===== config.mk =====
export PLATFORM = sky130hd
export DESIGN_NAME = fmlarb2
export DESIGN_NICKNAME = d
export VERILOG_FILES = /design/src/rtl/fmlarb2_pkg.sv /design/src/rtl/fmlarb2_rr.sv /design/src/rtl/fmlarb2.sv
export SDC_FILE = /design/constraint.sdc
export NUM_CORES = 1
export LEC_CHECK = 0
export BUFFER_PORTS_ARGS = -buffer_cell sky130_fd_sc_hd__buf_2
export CORE_AREA = 5 5 191 193
export CTS_BUF_LIST = sky130_fd_sc_hd__clkbuf_8 sky130_fd_sc_hd__clkbuf_16
export CTS_CLUSTER_DIAMETER = 120
export CTS_CLUSTER_SIZE = 16
export DETAILED_ROUTE_END_ITERATION = 16
export DIE_AREA = 0 0 196 198
export SLEW_MARGIN = 20
export SYNTH_ARGS = -nofsm -noshare
export SYNTH_HDL_FRONTEND = slang
export SYNTH_SLANG_ARGS = --single-unit
export TNS_END_PERCENT = 10

===== constraint.sdc =====
create_clock -name sys_clk -period 2 [get_ports sys_clk]
set_input_delay 0.1 -clock sys_clk [delete_from_list [all_inputs] [get_ports sys_clk]]
set_output_delay 0.1 -clock sys_clk [all_outputs]
set_load 0.02 [all_outputs]

===== src/rtl/fmlarb2_pkg.sv =====
// fmlarb2_pkg
//
// Purpose: definitions shared by the two-master FML arbiter and its
// grant-decision helper.
//   state_t        arbiter FSM states
//   FML_BEATS      beats per FML burst
//   FML_DW         FML data width in bits
//   DATA_CNT_INIT  starting value of the post-ack beat counter
//
// Optional feature macro used by the files that import this package:
//   FMLARB2_FIXED_PRIO_EN  fixed priority (master 0 wins ties) instead of
//                          round-robin.

package fmlarb2_pkg;

    typedef enum logic [1:0] {
        IDLE = 2'd0,
        REQ0 = 2'd1,
        REQ1 = 2'd2,
        DATA = 2'd3
    } state_t;

    localparam int FML_BEATS = 4;
    localparam int FML_DW    = 64;

    // Beat 0 happens in the ack cycle itself, so the DATA state only has to
    // cover the remaining beats.
    localparam logic [1:0] DATA_CNT_INIT = 2'(FML_BEATS - 1);

endpackage


===== src/rtl/fmlarb2_rr.sv =====
// fmlarb2_rr
//
// Purpose: grant decision for two FML requesters.  A single requester always
// wins.  When both request, the master that was not served last wins
// (round-robin).  With FMLARB2_FIXED_PRIO_EN defined, master 0 wins every tie
// and the last-served input does not exist.
//
// Ports:
//   req0_i   master 0 request
//   req1_i   master 1 request
//   last1_i  1 = master 1 was served last (round-robin build only)
//   gnt1_o   1 = grant master 1, 0 = grant master 0 (meaningful only when a
//            request is present)
//
// Macro: FMLARB2_FIXED_PRIO_EN

module fmlarb2_rr (
    input  logic req0_i,
    input  logic req1_i,
`ifndef FMLARB2_FIXED_PRIO_EN
    input  logic last1_i,
`endif
    output logic gnt1_o
);

    // Master 1 wins when it is the only requester; on a tie it wins only
    // when master 0 was the one served most recently.
    always_comb begin
`ifdef FMLARB2_FIXED_PRIO_EN
        gnt1_o = req1_i & ~req0_i;
`else
        gnt1_o = req1_i & (~req0_i | ~last1_i);
`endif
    end

endmodule


===== src/rtl/fmlarb2.sv =====
// fmlarb2
//
// Purpose: arbitrates two FML masters onto a single FML slave.  A burst is
// four 64-bit beats: beat 0 in the s_ack cycle, beats 1-3 in the following
// three cycles (the DATA state).  Read data is broadcast to both masters;
// only the owner's ack qualifies it.
//
// Ports:
//   sys_clk, sys_rst         clock, synchronous active-high reset
//   m0_adr/stb/we/sel/do     master 0 request, address, write strobe/data
//   m0_ack, m0_di            master 0 acknowledge, read data
//   m1_*                     master 1, same as master 0
//   s_adr/stb/we/sel/do      slave request, address, write strobe/data
//   s_ack, s_di              slave acknowledge, read data
//
// Parameter: fml_depth  FML address width
// Macro:     FMLARB2_FIXED_PRIO_EN  master 0 always wins ties

module fmlarb2
    import fmlarb2_pkg::*;
#(
    parameter int fml_depth = 26
) (
    input  logic                 sys_clk,
    input  logic                 sys_rst,

    input  logic [fml_depth-1:0] m0_adr,
    input  logic                 m0_stb,
    input  logic                 m0_we,
    output logic                 m0_ack,
    input  logic [7:0]           m0_sel,
    input  logic [FML_DW-1:0]    m0_do,
    output logic [FML_DW-1:0]    m0_di,

    input  logic [fml_depth-1:0] m1_adr,
    input  logic                 m1_stb,
    input  logic                 m1_we,
    output logic                 m1_ack,
    input  logic [7:0]           m1_sel,
    input  logic [FML_DW-1:0]    m1_do,
    output logic [FML_DW-1:0]    m1_di,

    output logic [fml_depth-1:0] s_adr,
    output logic                 s_stb,
    output logic                 s_we,
    input  logic                 s_ack,
    output logic [7:0]           s_sel,
    output logic [FML_DW-1:0]    s_do,
    input  logic [FML_DW-1:0]    s_di
);

    state_t     state_q, state_d;
    logic [1:0] cnt_q, cnt_d;
    logic       owner_q, owner_d;
    logic       gnt1;
    logic       ackFire;
    logic       ackOwner;
    logic       dataEn;
    logic       dataSel1;

`ifndef FMLARB2_FIXED_PRIO_EN
    logic       last_q, last_d;
`endif

    fmlarb2_rr u_rr (
        .req0_i  (m0_stb),
        .req1_i  (m1_stb),
`ifndef FMLARB2_FIXED_PRIO_EN
        .last1_i (last_q),
`endif
        .gnt1_o  (gnt1)
    );

    // Read data needs no steering: both masters see the slave bus and the
    // owner's ack tells it when the data is valid.
    assign m0_di = s_di;
    assign m1_di = s_di;

    // Next-state and output logic.  The request stage holds the granted
    // master on the slave port until it is acked or withdraws.  The write
    // data mux opens in the ack cycle and stays open through DATA.  Reset
    // forces every output idle in the same cycle so an aborted burst cannot
    // leak one more ack or data beat.
    always_comb begin
        state_d  = state_q;
        cnt_d    = cnt_q;
        owner_d  = owner_q;
        ackFire  = 1'b0;
        ackOwner = 1'b0;
        dataEn   = 1'b0;
        dataSel1 = owner_q;
        s_adr    = '0;
        s_stb    = 1'b0;
        s_we     = 1'b0;
        s_sel    = 8'h00;
        s_do     = '0;
        m0_ack   = 1'b0;
        m1_ack   = 1'b0;

        case (state_q)
            IDLE: begin
                if (m0_stb || m1_stb) begin
                    state_d = gnt1 ? REQ1 : REQ0;
                end
            end

            REQ0: begin
                s_adr = m0_adr;
                s_we  = m0_we;
                s_stb = m0_stb;
                if (s_ack) begin
                    m0_ack   = 1'b1;
                    ackFire  = 1'b1;
                    ackOwner = 1'b0;
                    dataEn   = 1'b1;
                    dataSel1 = 1'b0;
                    owner_d  = 1'b0;
                    cnt_d    = DATA_CNT_INIT;
                    state_d  = DATA;
                end else if (!m0_stb) begin
                    state_d = IDLE;
                end
            end

            REQ1: begin
                s_adr = m1_adr;
                s_we  = m1_we;
                s_stb = m1_stb;
                if (s_ack) begin
                    m1_ack   = 1'b1;
                    ackFire  = 1'b1;
                    ackOwner = 1'b1;
                    dataEn   = 1'b1;
                    dataSel1 = 1'b1;
                    owner_d  = 1'b1;
                    cnt_d    = DATA_CNT_INIT;
                    state_d  = DATA;
                end else if (!m1_stb) begin
                    state_d = IDLE;
                end
            end

            DATA: begin
                dataEn = 1'b1;
                cnt_d  = cnt_q - 2'd1;
                if (cnt_q <= 2'd1) begin
                    cnt_d   = 2'd0;
                    state_d = IDLE;
                end
            end

            default: begin
                state_d = IDLE;
            end
        endcase

        if (dataEn) begin
            s_do  = dataSel1 ? m1_do  : m0_do;
            s_sel = dataSel1 ? m1_sel : m0_sel;
        end

        if (sys_rst) begin
            s_adr  = '0;
            s_stb  = 1'b0;
            s_we   = 1'b0;
            s_sel  = 8'h00;
            s_do   = '0;
            m0_ack = 1'b0;
            m1_ack = 1'b0;
        end
    end

    // FSM, beat counter and data-owner registers.
    always_ff @(posedge sys_clk) begin
        if (sys_rst) begin
            state_q <= IDLE;
            cnt_q   <= 2'd0;
            owner_q <= 1'b0;
        end else begin
            state_q <= state_d;
            cnt_q   <= cnt_d;
            owner_q <= owner_d;
        end
    end

`ifndef FMLARB2_FIXED_PRIO_EN
    // Remember who was acked last so a tie goes to the other master.  Reset
    // value 1 means master 0 wins the first tie.
    always_comb begin
        last_d = ackFire ? ackOwner : last_q;
    end

    always_ff @(posedge sys_clk) begin
        if (sys_rst) begin
            last_q <= 1'b1;
        end else begin
            last_q <= last_d;
        end
    end
`else
    // Fixed priority keeps no history; the ack owner is only used above.
    logic unusedAckOwner;
    assign unusedAckOwner = ackFire & ackOwner;
`endif

endmodule

=== Yosys cells after proc, flatten, opt, wreduce, memory -nomap -nowiden ===
Cells that the tools add are included.

* $lt $le $gt $ge: 1
* Div/mod/pow operators: 0
* Bitwise logic cells: 4
* $mul: 0
* Shifts and indexed selects: 0
* Muxes and demuxes: 33
* Add/subtract/negate cells: 1
* Reduce and logical (&&, ||, !) cells: 6
* Equality and inequality tests: 8

{| class="wikitable"
|+ Operator list
! kind !! count
|-
| 64-bit two-way mux || 3
|-
| 26-bit one-hot mux with 2 select lines || 1
|-
| 26-bit two-way mux || 1
|-
| 8-bit two-way mux || 3
|-
| 2-bit two-way mux || 9
|-
| 1-bit two-way mux || 10
|-
| 1-bit one-hot mux with 2 select lines || 4
|-
| 2-bit one-hot mux with 4 select lines || 1
|-
| 3-bit != test, second input constant || 2
|-
| 2-bit == test, second input constant || 2
|-
| 2-bit != test, second input constant || 2
|-
| 2-bit one-hot mux with 2 select lines || 1
|-
| 4-bit AND reduction || 1
|-
| 2-bit by 1-bit == test with 1-bit output, second input constant || 1
|-
| 2-bit by 1-bit <= comparator with 1-bit output, second input constant || 1
|-
| 2-bit zero test || 1
|-
| 2-bit by 1-bit != test with 1-bit output, second input constant || 1
|-
| 1-bit NOT || 2
|-
| 2-bit AND reduction || 1
|-
| 2-bit nonzero test || 1
|-
| 2-bit OR reduction || 1
|-
| 2-bit by 1-bit subtractor with 2-bit output, second input constant || 1
|-
| 1-bit AND || 1
|-
| 1-bit logical OR || 1
|-
| 1-bit bitwise OR || 1
|}

* Register bits: 6
* Latch bits: 0
* RAM bits: 0
* Word-level logic and storage cells: 57
* Output and inout port bits: 230
* Input port bits: 267
* Bits in read-only memories: 0
* Memories: 0

=== Depth between registers and ports, before layout ===
Gate-level depths: netlist (run 1).

* Depth in word-level cells: 6
* Depth in mapped cells: 8
* Mapped depth without buffers: 6

=== By module ===
A second synthesis (run 1) with hierarchy kept.

* Cells, all modules: 501
* Area, all modules: 3543.4 um^2

{| class="wikitable"
|+ By module, submodules not included
! module !! area an instance (um^2) !! cells each !! seq. area each (um^2) !! instances
|-
| fmlarb2 || 3532.1 || 500 || 120.1 || 1
|-
| fmlarb2_rr || 11.3 || 1 || 0.0 || 1
|}

=== Worst setup path before layout (run 1) ===
OpenSTA, ideal clock, no wires.

* Path kind: register to output
* Start: reg state_q[0]
* End: out s_do[0]
* Slack: 60 ps
* Stages on the path, launching flop included: 8
* Required time: 1900 ps
* Data arrival time: 1840 ps
* Buffers on the path: 2
* Cell sequence: dfxtp_1 > inv_1 > ha_1 > nand2_1 > a211o_1 > buf_2 > buf_2 > nor2_1

* Cells in the longest elaborated chain, start to end: 5
* Elaborated cells between the ends (all ways): 9
* Those cells by class: eq/ne: 3; mux: 5; reduce/logical: 1

{| class="wikitable"
|+ RTL lines
! element !! RTL line !! source
|-
| start: declaration || fmlarb2.sv:52 || <nowiki>state_t state_q, state_d;</nowiki>
|-
| start signal: assignment || fmlarb2.sv:180 || <nowiki>state_q <= state_d;</nowiki>
|-
| 2-bit == test or 2-bit by 1-bit == test with 1-bit output (tied branches) || fmlarb2.sv:100 || <nowiki>case (state_q)</nowiki>
|-
| 1-bit one-hot mux with 2 select lines or 2-bit OR reduction (tied branches) || -- ||
|-
| 64-bit two-way mux or 1-bit one-hot mux with 2 select lines (tied branches) || fmlarb2.sv:158, fmlarb2.sv:100 ||
|-
| 64-bit two-way mux (*) || fmlarb2.sv:157 || <nowiki>if (dataEn) begin</nowiki>
|-
| 64-bit two-way mux (*) || fmlarb2.sv:162 || <nowiki>if (sys_rst) begin</nowiki>
|-
| end: declaration || fmlarb2.sv:48 || <nowiki>output logic [FML_DW-1:0] s_do,</nowiki>
|}

Every way passes the cells marked *; elsewhere a longest branch is shown, timed or not.

=== Worst setup path in the final report (run 1) ===
* Start: reg state_q[1]
* End: out s_do[18]

The elaborated chain is that of the path after synthesis.

==> impl_metrics.toml, run 1 <==
[status]
status = "finished, violations left"
violations = "negative setup slack"

[floorplanning]
dieHeight_um = 198
rows = 68
initial_utilization_pct = 8.500
io_pins = 497
chipWidth_um = 196
core-area_um2 = 34370
die_area_um2 = 38810

[synthesis]
synth_top_area_cell = "buf_4"
netlist_area_um2 = 2922
synth_edf_count = 0
yosysWarnings = 0
seq_area_frac_synth_pct = 4.111
ys_seq_elements = 6
synth.most_common_cell = "buf_4"
syn_inst = 402
yosysUniqueCellTypes = 29
syn_area_per_cell_um2 = 7.268
synth_top_area_share_pct = 32.89
synth_ff_type = "dfxtp_1"
synth_area_leaders = "buf_4 (33%), mux2i_1 (25%), nor2_1 (13%), a22oi_1 (7.5%), buf_12 (4.8%)"
ys_top_cells_by_count = "buf_4 (128), nor2_1 (102), mux2i_1 (72)"
syn_nets = 674
synthArstFlopShare_pct = 0

[critical_path]
worstPathArrival_ns = 2.07
rr_worst_depth = 7
r2r_setup_slack_ns = 0.17
cp_slowest_stage_delay_ns = 0.31
crit_family = "buffers and inverters"
crit_fanout = 7
r2r_start = "state_q[1]"
critPathKind = "register to primary output"
worstPathRequired_ns = 1.90
cpMostUsedCell = "buf_12"
worst-path-buf-inv = 6
path_cells = "inv_2 > buf_6 > ha_4 > nand2b_4 > a31oi_4 > buf_12 > buf_12 > buf_12 > mux2i_1 > nor2_4 > buf_6"
start_kind = "register"
r2r_end = "state_q[0]"
cp_slowest_cell = "dfxtp_2"
endpoint_kind = "primary output"

[clock_tree]
htree_num_levels = 1
cts_max_path_buffers = 2
cts.sinks = 6
cts_tree = "built"
cts_made_buffers = 3
clockRootBuffer = "clkbuf_16"
cts-hold-fix-buffers = 0
clk_latency_ns = 0.23
path_clk_slew_ns = 0.03

[placed_design]
dp_cells = 1025
place_ws_ns = -0.001672
io_buffers = 304
gp_congestion = 0.7975
dp_hpwl_mm = 11.48

[timing]
layout_min_cycle_time_ns = 2.174
worstMarginPinSlew_ns = 0.3800
fin_ws_ns = -0.1736
fmax_mhz = 460.1
setup_viol = 72
slew-limit-headroom_pct = 74.66
fin_worst_skew_ns = 0.0009271
setup_tns_ns = -7.098
hold_ws_ns = 0.1596
maxSlewViolCount = 0
rsz0062_at_grt = "true"
period_share_pct = 108.7
hold_viol = 0

[final_layout]
syn_to_final_growth_pct = 80.86
nets = 867
drive_gt1_share_pct = 72.68
fin_cells = 1049

[pwr]
power.density_nw_per_um2 = 1149
ir_drop_mv = 0.4903
power_w = 0.006073
p_leak_nw = 2.331

[drt]
via_per_inst = 3.308
drc = 0
routed_wl_mm = 15.69
num_vias = 3470
drtIter0Drc = 93
ant_nets = 0
first_pass_iters = 4
avgRoutedWirePerCell_um = 14.96

[grt]
grt_pass1_wl_mm = 21.26
antenna_found_initial = 1
grt_pass1_vias = 3557
grt-ovfl-total = 0
grt_max_degree = 33
grt_usage_pct = 7.002

[min_path]
whs_path_depth = 2
hold_start = "sys_rst"
min_to = "owner_q"
hold_path.class = "input port to register"

[flow_run]
cap_violations = 0
[worst max-delay path by stage]
stage / startpoint / cells past startpoint / to
floorplan: state_q[0] / 7 / s_do[0]
global placement: state_q[0] / 9 / s_do[48]
detailed placement: state_q[0] / 9 / s_do[48]
CTS: state_q[1] / 11 / s_do[23]
global route: state_q[1] / 10 / s_do[61]
finish: state_q[1] / 11 / s_do[18]
[final cells by class]
type                            count  area, um2
Fill cell                        3845      29090
Antenna cell                        1      2.502
Inverter                            4      15.01
Sequential cell                     6      122.6
Multi-Input combinational cell    237       2145
Tap cell                          455      569.3
Clock buffer                        3      75.07
Timing Repair Buffer              343       2355
[through the flow]
stage          area, um2  utilization [%]
6_report            5284            15.37
5_1_grt             5281            15.36
4_1_cts             4711            13.70
3_5_place_dp        3999            11.63
3_3_place_gp        3999            11.63
2_1_floorplan       2922                -
[worst register-to-register path, stage by stage, from the launching register on]
cell	delay [ns]
dfxtp_2	0.31
buf_4	0.13
ha_1	0.19
buf_4	0.25
a22oi_1	0.19
o221ai_1	0.22
a311o_1	0.32
a21oi_1	0.14
[cells in the final DEF (no fill, tap or decap), types with 2 or more instances in the layout]
cell	instances
a21oi_1	4
a22oi_1	29
a311oi_1	2
buf_12	8
buf_16	4
buf_2	255
buf_4	27
buf_6	42
buf_8	5
clkbuf_16	4
dfxtp_1	4
dfxtp_2	2
ha_1	3
ha_4	2
inv_2	3
mux2i_1	38
mux2i_2	18
mux2i_4	16
nand2_1	4
nand2b_1	3
nor2_1	64
nor2_2	9
nor2_4	29
[power breakdown]
part	total [W]	switching [W]	leakage (nW)	internal, W
registers	0.000205	0.0000303	0.0502	0.000175
clock network	0.000327	0.0000704	0.0370	0.000257
logic	0.00554	0.00264	2.24	0.00290
total	0.00607	0.00274	2.33	0.00333
[cells by family (layout without fill, tap and decap cells)]
logic type                 Yosys count  count (layout)  share of synthesized area [%]
AOI/OAI and AO/OA                   44              44                          11.26
adders and majority gates            5               5                          2.141
buffers and inverters              159             350                          41.71
DFF                                  6               6                          4.112
muxes                               72              72                          24.67
other                                0               1                              0
and+or+nand+nor                    116             116                          16.10
[sequential cells by signal, indices dropped and copies added, names as in the netlist]
| register | flops |
|---|---|
| last_q | 1 |
| state_q | 2 |
| cnt_q | 2 |
| owner_q | 1 |
[layer usage]
layer	vias to the layer above	part of all wire, %	track usage, %
met3	63	12	2.995
met5	-	0.083	0
met2	265	48	11.77
li1	1602	-	-
met1	1538	36	7.823
met4	2	3.7	2.870
[what timing repair did]
item / 4_1_cts / 5_1_grt
buffers inserted: 15 / 2
pin swaps: 6 / 17
cloned: 7 / 1
endpoints found under the setup margin: 71 / 72
gates resized for setup: 77 / 169
Note: power is estimated with default switching activity, not from simulation.
==> inputs of run 2 (changes only) <==
Settings changed: SKIP_LAST_GASP set to 1, SYNTH_HIERARCHICAL set to 1.
==> run 2 against run 1 <==
The flow still finishes with violations (negative setup slack). First-iteration DRC count up 45%. Clock power is 2% higher. Power is 32% lower. Combinational power down 35%.
==> impl_metrics.toml, run 2 <==
[drt]
routed_wl_mm = 21.93
drtIter0Drc = 135
avgRoutedWirePerCell_um = 18.84
first_pass_iters = 4
via_per_inst = 3.851
drc = 0
num_vias = 4483
ant_nets = 0

[final_layout]
final_cell_mix = "buf_2 (270), nand3_1 (133), mux2i_1 (67)"
drive_gt1_share_pct = 59.52
nets = 984
syn_to_final_growth_pct = 62.50
final_util_pct = 16.75
num_antenna_cells = 0
layout.area.seq_um2 = 122.6
fill_cells = 3916
final_common_cell = "buf_2"
multi_input_area_um2 = 2242
top_regs = "cnt_q (2), state_q (2)"

[timing]
worstMarginPinSlew_ns = 0.4391
setup_tns_ns = -0.6158
fmax_mhz = 485.8
maxSlewViolCount = 0
setup_viol = 32
hold_viol = 0
layout_min_cycle_time_ns = 2.059
fin_worst_skew_ns = 0.001556
rsz0062_at_grt = "true"
slew-limit-headroom_pct = 70.73
fin_ws_ns = -0.05857
period_share_pct = 102.9

[placed_design]
io_buffers = 304
gp_congestion = 0.9619
dp_hpwl_mm = 14.97

[critical_path]
cp_slowest_stage_delay_ns = 0.32
worst-path-buf-inv = 7
cpMostUsedCell = "buf_12"
path_cells = "inv_2 > buf_6 > ha_4 > nor2_4 > buf_6 > buf_12 > buf_12 > buf_12 > nand3_1 > mux2i_1 > buf_2"
critPathKind = "register to primary output"
crit_family = "buffers and inverters"
crit_fanout = 12
worstPathRequired_ns = 1.90
cp_slowest_cell = "dfxtp_2"
r2r_setup_slack_ns = 0.26
r2r_start = "state_q[1]"
r2r_end = "state_q[1]"
start_kind = "register"
worstPathArrival_ns = 1.96
rr_worst_depth = 6
endpoint_kind = "primary output"

[clock_tree]
clockRootBuffer = "clkbuf_16"
cts_tree = "built"
cts.sinks = 6
htree_num_levels = 1
path_clk_slew_ns = 0.03
cts_made_buffers = 3
cts_max_path_buffers = 2
clk_latency_ns = 0.23

[pwr]
power.density_nw_per_um2 = 717.1
ir_drop_mv = 0.2972
p_leak_nw = 2.858

[floorplanning]
initial_utilization_pct = 10.31
rows = 68
die_area_um2 = 38810
chipWidth_um = 196
dieHeight_um = 198
core-area_um2 = 34370
io_pins = 497

[synthesis]
synth_edf_count = 0
syn_area_per_cell_um2 = 7.073
netlist_area_um2 = 3543
yosysUniqueCellTypes = 33
syn_inst = 501
synthArstFlopShare_pct = 0
synth_area_leaders = "buf_4 (29%), mux2i_1 (20%), nand3_1 (20%), a22oi_1 (5.9%), buf_12 (4.5%)"
syn_nets = 774
yosysWarnings = 6
synth.most_common_cell = "nand3_1"
ys_top_cells_by_count = "nand3_1 (144), buf_4 (135), mux2i_1 (72)"
synth_ff_type = "dfxtp_1"
seq_area_frac_synth_pct = 3.390
ys_seq_elements = 6
synth_top_area_cell = "buf_4"
synth_top_area_share_pct = 28.60

[min_path]
hold_path.class = "input port to primary output"
hold_start = "s_di[37]"
whs_path_depth = 0
min_to = "m0_di[37]"

[grt]
grt-ovfl-total = 0
grt_pass1_vias = 4477
grt_pass1_wl_mm = 27.68
antenna_found_initial = 2
grt_usage_pct = 9.387
grt_max_degree = 38

[status]
violations = "negative setup slack"
status = "finished, violations left"

[flow_run]
cap_violations = 0
## run 2: cell count changes after synthesis, moves of 3 or more
cell	previous run	this run
buf_4	128	135
nand3_1	0	144
buf_2	10	13
nor2_1	102	32
nand2_1	5	2
buf_1	2	7
clkbuf_1	6	15
## run 2: timing repair
| action | in CTS | in global routing |
|---|---|---|
| hold buffers | 0 | 0 |
| gates resized for setup | 50 | 61 |
| setup buffers | 10 | 11 |
| endpoints found under the setup margin | 72 | 72 |
| pin swaps | 5 | 11 |
| gates cloned | 8 | 7 |
## run 2: worst register-to-register path, delay by kind of cell (launching register included)
family	cells	cell delay [ns]
AOI/OAI and AO/OA	2	0.56
muxes	1	0.39
DFF	1	0.32
buffers and inverters	2	0.18
adders and majority gates	1	0.16
## run 2: worst max path at each step
stage	start	to	slack, ns	depth (start not counted)
3_3_place_gp	state_q[0]	s_do[36]	0.05	9
6_report	state_q[1]	s_do[51]	-0.06	11
5_1_grt	state_q[1]	s_sel[1]	-0.15	11
2_1_floorplan	state_q[0]	s_do[50]	0.01	9
3_5_place_dp	state_q[0]	s_do[35]	0.02	9
4_1_cts	state_q[0]	s_do[45]	-0.08	10
## run 2: metal layers
metal  part of all wire (%)  GRT usage, %  routed length [um]
met5                   0.12             0                  27
met4                    2.5         2.741                 553
met3                     14         4.986                3134
met2                     51         17.56               11280
met1                     32         8.915                6936
## run 2: cells by family after synthesis
family,after synthesis,synth area share [%]
and+or+nand+nor,188,26.09
DFF,6,3.390
muxes,74,20.97
buffers and inverters,184,38.14
adders and majority gates,6,2.119
AOI/OAI and AO/OA,43,9.287
## run 2: final cells by class
cell class / count / area share (%)
Clock buffer: 3 / 1.304
Sequential cell: 6 / 2.130
Inverter: 5 / 0.3259
Multi-Input combinational cell: 312 / 38.94
Tap cell: 455 / 9.887
Timing Repair Buffer: 383 / 47.41
## run 2: through the flow
stage / hold slack, ns / setup WS [ns] / cell area (um2) / total power (W) / instances
floorplan: 0.3126 / 0.01486 / 3543 / 0.002247 / 501
global placement: 0.2002 / 0.04816 / 4757 / 0.002588 / 1129
detailed placement: 0.2002 / 0.01902 / 4757 / 0.002646 / 1129
CTS: 0.2002 / -0.07965 / 5330 / 0.003783 / 1150
global route: 0.2000 / -0.1520 / 5758 / 0.004418 / 1164
finish: 0.2000 / -0.05857 / 5758 / 0.004129 / 1164
## run 2: power by group
group          leakage [nW]  internal (W)  switching (W)
sequential           0.0501      0.000153      0.0000215
clock                0.0370      0.000257      0.0000756
combinational          2.77       0.00180        0.00183
